## config.mk

```make
export PLATFORM = sky130hd
export DESIGN_NAME = sprite_motion_ctrl
export DESIGN_NICKNAME = d
export VERILOG_FILES = /design/src/rtl/sprite_pkg.sv /design/src/rtl/sprite_motion_ctrl_frame_tick_sync.sv /design/src/rtl/sprite_motion_ctrl.sv
export SDC_FILE = /design/constraint.sdc
export NUM_CORES = 1
export LEC_CHECK = 0
export BUFFER_PORTS_ARGS = -buffer_cell sky130_fd_sc_hd__buf_2
export CAP_MARGIN = 20
export CORE_MARGIN = 2
export CORE_UTILIZATION = 45
export DETAILED_ROUTE_END_ITERATION = 16
export HOLD_SLACK_MARGIN = 0.06
export SYNTH_ARGS = -nofsm -noshare
export SYNTH_HDL_FRONTEND = slang
export SYNTH_HIERARCHICAL = 1
export SYNTH_SLANG_ARGS = --single-unit
export TNS_END_PERCENT = 20
```

## constraint.sdc

```tcl
create_clock -name Clk -period 3.1 [get_ports Clk]
set_input_delay 0.62 -clock Clk [delete_from_list [all_inputs] [get_ports Clk]]
set_output_delay 0.62 -clock Clk [all_outputs]
set_load 0.01 [all_outputs]
```

## src/rtl/sprite_pkg.sv

```systemverilog
// Shared types, screen geometry and helpers for the sprite motion engine.
package sprite_pkg;

    typedef enum logic [1:0] {IDLE, MOVE, BOUNCE} motion_state_t;
    typedef enum logic [1:0] {DIR_U, DIR_D, DIR_L, DIR_R} dir_t;

    localparam int TILE_PX  = 10;
    localparam int MAP_COLS = 64;
    localparam int MAP_ROWS = 48;

    function automatic dir_t opposite(input dir_t d);
        case (d)
            DIR_U:   return DIR_D;
            DIR_D:   return DIR_U;
            DIR_L:   return DIR_R;
            default: return DIR_L;
        endcase
    endfunction

    // One saturating step along an axis: never below 0, never above lim.
    function automatic logic [19:0] sat_step(input logic [19:0] pos, input logic [3:0] step,
                                             input logic neg, input logic [19:0] lim);
        logic [20:0] sum;
        sum = {1'b0, pos} + 21'(step);
        if (neg)
            return (pos > 20'(step)) ? pos - 20'(step) : 20'd0;
        return (sum > {1'b0, lim}) ? lim : sum[19:0];
    endfunction

endpackage

```

## src/rtl/sprite_motion_ctrl_frame_tick_sync.sv

```systemverilog
// Brings the vsync-rate frame_clk into the Clk domain and emits a 1-cycle tick per rising edge.
module frame_tick_sync (
    input  logic Clk,
    input  logic Reset,
    input  logic async_in,
    output logic tick
);

    logic meta, sync, prev;

    // NOTE: all three flops preset to 1 so a frame_clk already high at reset
    // release looks like "no edge"; only a later low->high produces a tick.
    always_ff @(posedge Clk or posedge Reset) begin
        if (Reset) begin
            meta <= 1'b1;
            sync <= 1'b1;
            prev <= 1'b1;
        end else begin
            // NOTE: non-blocking so each flop takes its predecessor's old value.
            meta <= async_in;
            sync <= meta;
            prev <= sync;
        end
    end

    assign tick = sync & ~prev;

endmodule

```

## src/rtl/sprite_motion_ctrl.sv

```systemverilog
// Per-frame sprite position/state engine feeding the collision-map wall bouncer.
// Optional build macro: MOTION_ACCEL_EN (speed ramp while a key is held in MOVE).
module sprite_motion_ctrl
    import sprite_pkg::*;
#(
    parameter logic [19:0] X_INIT        = 20'd20,
    parameter logic [19:0] Y_INIT        = 20'd20,
    parameter logic [3:0]  STEP          = 4'd2,
    parameter logic [3:0]  BOUNCE_FRAMES = 4'd4,
    parameter logic [9:0]  SPRITE_W      = 10'd9,
    parameter logic [9:0]  SPRITE_H      = 10'd9,
    parameter logic [19:0] X_MAX         = 20'd639,
    parameter logic [19:0] Y_MAX         = 20'd479,
    parameter logic [3:0]  STEP_MAX      = 4'd6
) (
    input  logic        Clk,
    input  logic        Reset,
    input  logic        frame_clk,
    input  logic        U,
    input  logic        D,
    input  logic        L,
    input  logic        R,
    input  logic        bnceU,
    input  logic        bnceD,
    input  logic        bnceL,
    input  logic        bnceR,
    output logic [19:0] sprite_xpos,
    output logic [19:0] sprite_ypos,
    output logic        bcingU,
    output logic        bcingD,
    output logic        bcingL,
    output logic        bcingR,
    output logic        moving
);

    localparam logic [19:0] X_LIM = X_MAX - 20'(SPRITE_W);
    localparam logic [19:0] Y_LIM = Y_MAX - 20'(SPRITE_H);

    logic          tick;
    motion_state_t state;
    dir_t          push_dir;
    logic [3:0]    bounce_cnt;
    logic [3:0]    bcing;

    frame_tick_sync u_tick (
        .Clk      (Clk),
        .Reset    (Reset),
        .async_in (frame_clk),
        .tick     (tick)
    );

    logic       bnce_any, key_any, move_en;
    dir_t       bnce_dir, key_dir, move_dir;
    logic [3:0] step_now, bcnt_next;
    logic [19:0] x_next, y_next;

    assign bnce_any  = bnceU | bnceD | bnceL | bnceR;
    assign key_any   = U | D | L | R;
    assign bcnt_next = bnce_any ? BOUNCE_FRAMES - 4'd1 : bounce_cnt - 4'd1;

    always_comb begin
        // NOTE: every comb output gets a default first so no path infers a latch.
        bnce_dir = DIR_U;
        key_dir  = DIR_R;
        if (bnceR)      bnce_dir = DIR_R;
        else if (bnceL) bnce_dir = DIR_L;
        else if (bnceD) bnce_dir = DIR_D;
        if (U)          key_dir = DIR_U;
        else if (D)     key_dir = DIR_D;
        else if (L)     key_dir = DIR_L;

        move_en  = !bnce_any && key_any;
        move_dir = key_dir;
        if (state == BOUNCE) begin
            move_en  = 1'b1;
            move_dir = bnce_any ? bnce_dir : push_dir;
        end

        x_next = sprite_xpos;
        y_next = sprite_ypos;
        if (move_en) begin
            if (move_dir == DIR_L || move_dir == DIR_R)
                x_next = sat_step(sprite_xpos, step_now, move_dir == DIR_L, X_LIM);
            else
                y_next = sat_step(sprite_ypos, step_now, move_dir == DIR_U, Y_LIM);
        end
    end

`ifdef MOTION_ACCEL_EN
    logic [3:0] cur_step;
    logic [2:0] acc_cnt;
    dir_t       last_dir;
    logic       same_run;

    assign same_run = (state == MOVE) && (key_dir == last_dir);
    assign step_now = (state != BOUNCE && same_run) ? cur_step : STEP;

    // The ramp only advances on ticks that are real key moves; anything else resets it.
    always_ff @(posedge Clk or posedge Reset) begin
        if (Reset) begin
            cur_step <= STEP;
            acc_cnt  <= 3'd0;
            last_dir <= DIR_U;
        end else if (tick) begin
            if (state == BOUNCE || bnce_any || !key_any) begin
                cur_step <= STEP;
                acc_cnt  <= 3'd0;
            end else begin
                last_dir <= key_dir;
                if (!same_run) begin
                    cur_step <= STEP;
                    acc_cnt  <= 3'd1;
                end else if (acc_cnt == 3'd7) begin
                    acc_cnt  <= 3'd0;
                    cur_step <= (cur_step < STEP_MAX) ? cur_step + 4'd1 : STEP_MAX;
                end else begin
                    acc_cnt <= acc_cnt + 3'd1;
                end
            end
        end
    end
`else
    assign step_now = STEP;
`endif

    always_ff @(posedge Clk or posedge Reset) begin
        if (Reset) begin
            state       <= IDLE;
            sprite_xpos <= X_INIT;
            sprite_ypos <= Y_INIT;
            push_dir    <= DIR_U;
            bounce_cnt  <= 4'd0;
            bcing       <= 4'd0;
            moving      <= 1'b0;
        end else if (tick) begin
            case (state)
                IDLE, MOVE: begin
                    if (bnce_any) begin
                        // Entry tick only latches the bounce; movement starts next tick.
                        state      <= BOUNCE;
                        bounce_cnt <= BOUNCE_FRAMES;
                        push_dir   <= bnce_dir;
                        bcing      <= 4'b0001 << opposite(bnce_dir);
                        moving     <= 1'b1;
                    end else if (key_any) begin
                        state       <= MOVE;
                        sprite_xpos <= x_next;
                        sprite_ypos <= y_next;
                        moving      <= 1'b1;
                    end else begin
                        state  <= IDLE;
                        moving <= 1'b0;
                    end
                end
                default: begin
                    sprite_xpos <= x_next;
                    sprite_ypos <= y_next;
                    bounce_cnt  <= bcnt_next;
                    if (bnce_any) begin
                        push_dir <= bnce_dir;
                        bcing    <= 4'b0001 << opposite(bnce_dir);
                    end
                    if (bcnt_next == 4'd0) begin
                        state  <= IDLE;
                        bcing  <= 4'd0;
                        moving <= 1'b0;
                    end
                end
            endcase
        end
    end

    assign bcingU = bcing[DIR_U];
    assign bcingD = bcing[DIR_D];
    assign bcingL = bcing[DIR_L];
    assign bcingR = bcing[DIR_R];

endmodule

```

==> summary.txt <==
Compound-cell area share of the yosys netlist -> 26.66%
Residual DRC -> 0
Power consumption -> 2.664 mW
Io pins -> 56
Post-layout nets -> 609
Worst Setup SP -> sprite_ypos[2]$_DFFE_PP1P_
Most common cell after layout, fill and taps aside -> o21ai_0
Clk sinks -> 54
Finish-stage setup viols -> 0
DR pass1 iterations -> 5
Status -> complete, no violations
Max-Cap Viols -> 0
Dpl hpwl -> 8475 um
Max-slew violations -> 0
Clk slew on worst S/H paths -> 110 ps
Peak supply drop -> 345.8 uV
Core region area -> 0.009196 mm2
# H-tree levels -> 2
Simple-gate share of the synthesized area -> 29.11%
Area growth, synth to finish -> 12.46%
Post-synth EDFFs -> 0
CTS tree -> done
Initial antenna violation count -> 0
Sequential area share after synthesis -> 32.09%
Via count -> 4276
Vias per Instance -> 6.100
Worst EP required -> 3270 ps
Area of the mapped netlist -> 0.004238 mm2
Leak -> 2.028 nW
Crit Path Category -> reg -> reg
Power Dens Cells -> 559.0 mW/mm2
RR Startpoint -> sprite_ypos[2]$_DFFE_PP1P_
Fin crit share -> 92.03%
Share of the synthesized area in the top cell type -> 27.75%
Startpoint Class -> register
Top_reg_cell synth -> dfrtp_1
Synth Area in Adders -> 2.657%
Initial Util -> 46.08%
Yosys reg bits -> 54
Synthesized area per cell -> 7.819 um2
Die Y -> 101.0 um
CTS root buf -> clkbuf_8
Max FO, Critical Path -> 7
Hold Crit Class -> in -> async
First-pass GRT wire length -> 19250 um
Num CTS Buffers -> 5
Pin count of the biggest net entering global routing -> 52
RSZ-0062 raised after global routing -> no
Antenna Nets Post-Route -> 0
Period minus WS final -> 2853 ps
Violation count after the first detailed-route iteration -> 304
Total gr overflow -> 0
Clk_lat worst skew -> 310 ps
Data arrival, critical path -> 3030 ps
Proportion of layout cells with a drive suffix above 1 -> 18.98%
Port Buffers -> 53
Post-synth ARST share -> 100.0%
Syn Inst Count -> 542
Die area -> 0.01021 mm2
WL final -> 11630 um
Final WS setup -> 246.9 ps
Hold-fix buffers, CTS -> 0
ANT cells -> 0
Post-cts sizing count -> 0
Xor/xnor cell area share of the yosys netlist -> 2.067%
Setup TNS -> 0 ps
Slew @ Worst Pin -> 828.2 ps
Final Hold Violating Endpoints -> 0
Most frequent cells in the layout -> o21ai_0 (67), nand2_1 (57), buf_2 (53)
Mux cell area share after synthesis -> 1.535%
F_max -> 350.5 MHz
Warnings from Yosys -> 6
Dpl ws -> 191.3 ps
Cell accounting for the most synthesized area -> dfrtp_1
Clock skew -> 9.269 ps
GR Util All Layers -> 23.16%
Post-DR wirelength/cell -> 16.59 um
CP Capture Type -> register
Setup Buffers After CTS -> 0
Max Root-Sink Buffers -> 2
Chip width -> 101.0 um
Synth cell types -> 72
Final GP Congestion -> 0.9113
Largest family of logic cells by synthesized area -> simple AND/OR/NAND/NOR gates
Top post-synthesis cells by area -> dfrtp_1 (28%), o21ai_0 (7.9%), nand2_1 (5.0%)
Vias in the first global route -> 3898
Row count -> 35
Worst slew margin -> 44.28%
[state kept, by name, indices dropped and copies added (netlist names)]
register and flops:
sprite_ypos 19, u_tick/sync 1, u_tick/prev 1, u_tick/meta 1
state 2, bcing 4, bounce_cnt 4, sprite_xpos 19
push_dir 2, moving 1
[worst max-delay path: stages, from the launching register on]
cell and delay, ps:
dfstp_2 550, ha_1 240, nand3_1 180, or2_2 400, or3_1 400, a2111oi_2 420, and3_1 380, o311ai_0 150
[final timing paths]
kind / endpoint / slack [ps] / cells after the start
max: sprite_ypos[6]$_DFFE_PP0P_ / 250 / 7
min: u_tick/prev$_DFF_PP1_ / 360 / 2
min in group Clk: u_tick/sync$_DFF_PP1_ / 360 / 0
min reg2reg: u_tick/sync$_DFF_PP1_ / 360 / 0
max in group asynchronous: sprite_xpos[8]$_DFFE_PP0P_ / 2170 / 3
max reg2reg: sprite_ypos[6]$_DFFE_PP0P_ / 250 / 7
[cell type report]
cell class / count / area, um2
fill: 932 / 4431
multi-input combinational: 434 / 2641
sequential: 54 / 1360
timing repair buffer: 77 / 445.4
tap: 111 / 138.9
clock buffer: 5 / 68.82
inverter: 17 / 63.81
clock inverter: 3 / 47.55
[per-layer routing]
metal	wire [um]	share of wire [%]	GRT usage [%]
met1	5278	45	31.75
met2	5519	47	37.85
met3	596	5.1	2.635
met4	235	2.0	8.108
met5	0	0	0
[cell usage after synthesis, drive strengths merged (2+ instances only)]
cell type	count
nor3	23
ha	9
nor4	12
mux2i	2
and3	10
nor3b	4
nand2	60
or4	4
a221oi	2
xor2	5
and3b	2
o41ai	8
a211o	3
nor2	45
a31oi	4
nand2b	8
o311ai	3
dfrtp	47
and4	3
a21oi	32
nand3	24
mux2	4
or3	10
nand4	4
buf	15
o21ai	69
a22oi	5
o211ai	8
nor2b	8
and2	4
dfstp	7
a21o	2
a211oi	4
o21a	2
a22o	4
clkbuf	23
inv	17
nand3b	2
o31ai	12
xnor2	5
a32o	6
or2	2
[cells by family after synthesis]
family	count (synthesis)
simple gates	231
compound gates	176
buf+inv	55
flops	54
xor+xnor	10
fa+ha+maj	9
mux	6
other cells	1
[stage by stage]
step,hold WS [ps],util [%],cells,instance area (um2)
2_1_floorplan,345.2,-,543,4242
3_3_place_gp,345.8,50.50,693,4644
3_5_place_dp,346.8,50.50,693,4644
4_1_cts,345.5,51.77,701,4761
5_1_grt,366.5,51.82,701,4766
6_report,357.5,51.82,701,4766
[where the power goes]
group / internal [mW] / switching [mW] / total [mW]
combinational: 0.483 / 0.661 / 1.14
clock: 0.245 / 0.246 / 0.491
sequential: 0.828 / 0.201 / 1.03
No activity file was read; power rests on OpenSTA's default activity.
